### src/rtl/bsg_broadcast_fork.sv
// bsg_broadcast_fork: one producer item fanned out to width_p valid/ready lanes,
// retired once every masked lane has accepted. Option: BSG_BROADCAST_FORK_FAST_READY_EN.
module bsg_broadcast_fork #(
  parameter int width_p      = 4,
  parameter int data_width_p = 8,
  parameter int cnt_width_p  = 16
) (
  input  logic                    clk_i,
  input  logic                    reset_n_i,
  input  logic                    v_i,
  input  logic [data_width_p-1:0] data_i,
  input  logic [width_p-1:0]      mask_i,
  output logic                    ready_o,
  output logic [width_p-1:0]      v_o,
  output logic [data_width_p-1:0] data_o,
  input  logic [width_p-1:0]      ready_i,
  output logic [cnt_width_p-1:0]  done_cnt_o
);

  typedef enum logic {EMPTY, BUSY} state_t;

  state_t                  r_state;
  logic [data_width_p-1:0] r_data;
  logic [width_p-1:0]      r_pending;
  logic [cnt_width_p-1:0]  r_done_cnt;
  logic                    r_ready_en;

  logic [width_p-1:0]      w_lane_ack;
  logic                    w_retire;
  logic                    w_accept;
  logic                    w_zero_accept;
  logic [cnt_width_p-1:0]  w_cnt_inc;

  assign v_o        = (r_state == BUSY) ? r_pending : '0;
  assign data_o     = r_data;
  assign done_cnt_o = r_done_cnt;

  assign w_lane_ack    = v_o & ready_i;
  assign w_retire      = (r_state == BUSY) && ((r_pending & ~w_lane_ack) == '0);
  assign w_accept      = v_i & ready_o;
  assign w_zero_accept = w_accept && (mask_i == '0);
  assign w_cnt_inc     = cnt_width_p'(w_retire) + cnt_width_p'(w_zero_accept);

  // r_ready_en keeps ready_o low during reset and for the first cycle after release.
`ifdef BSG_BROADCAST_FORK_FAST_READY_EN
  assign ready_o = r_ready_en & ((r_state == EMPTY) | w_retire);
`else
  assign ready_o = r_ready_en & (r_state == EMPTY);
`endif

  always_ff @(posedge clk_i or negedge reset_n_i) begin
    if (!reset_n_i) begin
      r_state    <= EMPTY;
      r_data     <= '0;
      r_pending  <= '0;
      r_done_cnt <= '0;
      r_ready_en <= 1'b0;
    end else begin
      r_ready_en <= 1'b1;
      r_done_cnt <= r_done_cnt + w_cnt_inc;
      if (w_accept) begin
        if (mask_i != '0) begin
          r_data    <= data_i;
          r_pending <= mask_i;
          r_state   <= BUSY;
        end else begin
          r_pending <= '0;
          r_state   <= EMPTY;
        end
      end else if (r_state == BUSY) begin
        r_pending <= r_pending & ~w_lane_ack;
        if (w_retire) r_state <= EMPTY;
      end
    end
  end

endmodule
### config.mk
export PLATFORM = sky130hd
export DESIGN_NAME = bsg_broadcast_fork
export DESIGN_NICKNAME = d
export VERILOG_FILES = /design/src/rtl/bsg_broadcast_fork.sv
export SDC_FILE = /design/constraint.sdc
export NUM_CORES = 1
export LEC_CHECK = 0
export ABC_AREA = 1
export BUFFER_PORTS_ARGS = -buffer_cell sky130_fd_sc_hd__buf_2
export CORE_MARGIN = 3
export CORE_UTILIZATION = 25
export CTS_CLUSTER_SIZE = 30
export DETAILED_ROUTE_END_ITERATION = 10
export HOLD_SLACK_MARGIN = 0.1
export PLACE_DENSITY_LB_ADDON = 0.2
export SYNTH_ARGS = -nofsm -noshare
export SYNTH_HDL_FRONTEND = slang
export SYNTH_SLANG_ARGS = --single-unit
### constraint.sdc
create_clock -name clk_i -period 5.2 [get_ports clk_i]
set_input_delay 0.52 -clock clk_i [delete_from_list [all_inputs] [get_ports clk_i]]
set_output_delay 0.52 -clock clk_i [all_outputs]
set_load 0.02 [all_outputs]
Yosys cells after proc, flatten, opt, wreduce, memory -nomap -nowiden
Cells that the tools add are included.
- flip-flop bits (word level): 30
- input bits: 19
- output and inout bits: 29
- logic and storage cells: 28
- add/subtract/negate cells: 2
- mux-type cells: 8
- bitwise gates (word level): 6
- reduce and logical (&&, ||, !) cells: 7
- operators with widths (kind ; number):
    adder 16 x 2 -> 16 bit ; 1
    two-way mux 4 bit ; 4
    bitwise AND 4 bit ; 2
    logical NOT 4 bit ; 2
    two-way mux 1 bit ; 4
    NOT 4 bit ; 1
    nonzero test 4 bit ; 1
    adder 1 x 1 -> 2 bit ; 1
    bitwise AND 1 bit ; 2
    logical AND 1 bit ; 2
    AND reduction 2 bit ; 1
    nonzero test 2 bit ; 1
    NOT 1 bit ; 1

Logic depth before layout (Yosys ltp)
- word-level depth: 9
- gate-level depth with buffers: 14
- depth with buffers taken out: 13

Worst setup path before layout
No wires, ideal clock.
- path kind: register to register
- start point: register r_state
- end point: register r_done_cnt[10], in the netlist done_cnt_o[10]
- setup time: 0.121 ns
- arrival time: 2.205 ns
- required time: 5.079 ns
- slack: 2.874 ns
- stages on the path, launching flop included: 13
- buffers on the path: 1
- clock period less this slack: 2.326 ns
- cell sequence: dfrtp_1 > nor2_2 > nand2_1 > inv_2 > buf_6 > nand3_1 > fa_1 > inv_1 > ha_1 > nand3_2 > nor2_4 > nand2_2 > xor2_1
- elaborated cells between the ends (all ways): 12
- classes of those cells: 2 x add/sub; 1 x mux; 6 x bitwise; 3 x reduce/logical
- RTL lines (item ; RTL line ; source):
    start, declared ; 22 ; state_t r_state;
    start signal, assigned ; 53 ; r_state <= EMPTY;
    start signal, assigned ; 65 ; r_state <= BUSY;
    start signal, assigned ; 68 ; r_state <= EMPTY;
    NOT 1 bit ; 48 ; assign ready_o = r_ready_en & (r_state == EMPTY);
    bitwise AND 1 bit ; 48 ;
    via ready_o ; 13 ; output logic ready_o,
    bitwise AND 1 bit ; 40 ; assign w_accept = v_i & ready_o;
    logical AND 1 bit ; 41 ; assign w_zero_accept = w_accept && (mask_i == '0);
    adder 1 x 1 -> 2 bit ; 42 ; assign w_cnt_inc = cnt_width_p'(w_retire) + cnt_width_p'(w_zero_accept);
    adder 16 x 2 -> 16 bit ; 60 ; r_done_cnt <= r_done_cnt + w_cnt_inc;
    end signal, assigned ; 60 ;
    end, declared ; 25 ; logic [cnt_width_p-1:0] r_done_cnt;
The timed path passes the listed nets, and every way through them passes these cells.
A chain may end at the register's enable or synchronous reset.

Worst setup path in the final report
- start point: register r_state
- end point: register r_done_cnt[10], in the netlist done_cnt_o[10]
- word-level cells in the longest chain between the ends: 8
- elaborated cells between the ends (all ways): 12
- classes of those cells: 2 x add/sub; 1 x mux; 6 x bitwise; 3 x reduce/logical
- RTL lines (item ; RTL line ; source):
    two-way mux 4 bit ; 34 ; assign v_o = (r_state == BUSY) ? r_pending : '0;
    bitwise AND 4 bit ; 38 ; assign w_lane_ack = v_o & ready_i;
    NOT 4 bit ; 39 ; assign w_retire = (r_state == BUSY) && ((r_pending & ~w_lane_ack) == '0);
    bitwise AND 4 bit ; 39 ;
    logical NOT 4 bit ; 39 ;
    logical AND 1 bit ; 39 ;
    adder 1 x 1 -> 2 bit * ; 42 ;
    adder 16 x 2 -> 16 bit * ; 60 ;
Every way passes the cells marked *; elsewhere a longest branch is shown, timed or not.

==> impl_metrics.toml <==
[cells_and_area]
layout-drive-gt1-share_pct = 32.6
nNetsFinal = 244
syn2layout_area_growth_pct = 28.5
diodes = 0
final_cells = 296
layout_commonest_cell = "nand2_1"
fill_cells = 613
final_cell_mix = "nand2_1, buf_2, dfrtp_1"

[run_status]
status = "finished clean"

[route]
detail-route-antenna-nets = 0
via_count = 1221
wl_per_cell_um = 10.9
drtIter0Drc = 25
drc = 0
finalWirelength_mm = 3.23
via_per_inst = 4.13
first_pass_iters = 4

[place]
gp_congestion = 0.693
hpwl_mm = 2.38
port_buffers = 47
placed_cells = 288

[cts]
postCtsResizedCells = 0
cts_root_buf = "clkbuf_8"
cts_sinks = 30
path_clk_slew_ps = 70
post_cts_buffers = 0
postCtsHoldBufs = 0
cts_buffer_depth = 2
insertion_delay_ps = 280
htreeDepth = 2
cts_buffers = 5
cts_tree = "yes"

[floorplanning]
ios = 48
core_area_um2 = 5570
dieArea_um2 = 6780
rows = 27
die_y_um = 82.4
die_x_um = 82.4
start_util_pct = 26.2

[pwr]
ir_worst_vdd_mv = 0.149
power_density_nw_per_um2 = 439
p_leak_nw = 1.02

[sta]
setup_tns_ps = 0
timing.hold.ws_ps = 283
setup_viol = 0
rsz0062_at_grt = "false"
fin_crit_sh_pct = 47.0
min_period_ps = 2440
slew_headroom_pct = 54.2
max_clock_freq_ghz = 0.409
skew_ps = 3.62
hold_violations = 0
drv_slew = 0
tightest_slew_ps = 687

[hold_path]
hp-class = "in -> async"

[global_route]
grt_pass1_vias = 1200
grt.total_usage_pct = 10.7
antenna_found_initial = 0
grt-ovfl-total = 0
grt_first_pass_wirelength_mm = 5.44
grt_start_max_net_pins = 31

[setup_path]
arrival_ps = 2610
crit_path_start_kind = "flop"
path_max_fanout = 18
worstSetupEndpointType = "flop"
required_ps = 5370
worstSetupPathType = "reg -> reg"

[synthesis]
synth_seq_cells = 30
synth_area_um2 = 1460
yosysWarnings = 0
synth.area.top_cells = "dfrtp_1, nand2_1, inv_1"
synth_nets = 192
seq_area_frac_synth_pct = 51.5
yosysUniqueCellTypes = 24
avgSynthCellArea_um2 = 8.52
synth_largest_area_cell = "dfrtp_1"
synth_top_area_share_pct = 51.5
synth_cells = 171

[job]
max_cap_viol_count = 0
-- cell type report --
class                   count  area, um2  area share, %
clock buffers               5       68.8           3.67
clock inverters             3       40.0           2.14
inverters                  19       71.3           3.81
multi-input cells         120        617           32.9
flip-flops and latches     30        751           40.1
well taps                  72       90.1           4.81
repair buffers             47        235           12.6
-- metal layers --
metal / vias to the layer above / wire length (um) / global-route usage, %
met1: 547 / 1550 / 13.7
met5: - / 0 / 0
met2: 37 / 1400 / 16.8
met3: 7 / 238 / 3.15
li1: 630 / - / -
met4: 0 / 46 / 4.49
-- registers in the layout, indices dropped and copies added, names as in the netlist --
| register | count |
|---|---|
| r_pending | 4 |
| r_state | 1 |
| data_o | 8 |
| r_ready_en | 1 |
| done_cnt_o | 16 |
-- cell families after synthesis --
kind of cell	Yosys count	synth area share, %
AO/OA/AOI/OAI	7	2.40
XOR/XNOR	7	4.21
adder cells (fa/ha/maj)	2	2.23
buffers and inverters	21	6.18
flip-flops	30	51.5
other	1	0.257
AND/OR/NAND/NOR	103	33.2
-- synthesized netlist by cell type --
cell type,instances
nand4_1,4
nor2_4,3
nand3_2,1
fa_1,1
nand3b_1,1
buf_6,1
buf_4,1
conb_1,1
nand2_1,60
o21ai_1,3
inv_1,17
xor2_1,4
nor2_2,4
ha_1,1
inv_2,1
nand2b_1,1
nor2_1,8
dfrtp_1,30
o21ai_0,4
nand3_1,12
xnor2_1,3
nand2_4,1
nand2_2,8
clkinv_1,1
-- through the flow --
| step | setup slack, ps | power, mW | area (um2) | util (%) |
|---|---|---|---|---|
| 2_1_floorplan | 2870 | 0.513 | 1460 | - |
| 3_3_place_gp | 2730 | 0.603 | 1760 | 31.6 |
| 3_5_place_dp | 2710 | 0.603 | 1760 | 31.6 |
| 4_1_cts | 2700 | 0.841 | 1870 | 33.6 |
| 5_1_grt | 2520 | 0.886 | 1870 | 33.6 |
| 6_report | 2760 | 0.822 | 1870 | 33.6 |
-- critical path, cell delays in order, from the launching register on --
cell and delay, ps:
dfrtp_1 510, nor2_2 170, nand2_1 70, inv_2 220
nand3_1 130, fa_1 440, inv_1 80, ha_1 180
nand3_2 120, nor2_4 200, nand2_2 70, xor2_1 140
-- report_power, final --
part,total (mW),switching [mW],internal [mW]
clock network,0.231,0.0904,0.141
registers,0.345,0.0507,0.295
logic,0.246,0.160,0.0859
total,0.822,0.301,0.522
-- final timing paths --
| path | cells past startpoint | slack (ps) | startpoint | endpoint |
|---|---|---|---|---|
| worst max-delay path | 11 | 2760 | r_state$_DFF_PN0_ | done_cnt_o[10]$_DFF_PN0_ |
| worst min-delay path | 1 | 280 | reset_n_i | done_cnt_o[12]$_DFF_PN0_ |
| worst max register to register | 11 | 2760 | r_state$_DFF_PN0_ | done_cnt_o[10]$_DFF_PN0_ |
| worst min register to register | 2 | 470 | data_o[3]$_DFFE_PN0P_ | data_o[3]$_DFFE_PN0P_ |
| max in group asynchronous | 1 | 4470 | reset_n_i | r_pending[3]$_DFFE_PN0P_ |
| min in group clk_i | 3 | 470 | mask_i[2] | r_pending[2]$_DFFE_PN0P_ |
Power figures use the tool's default switching activity.
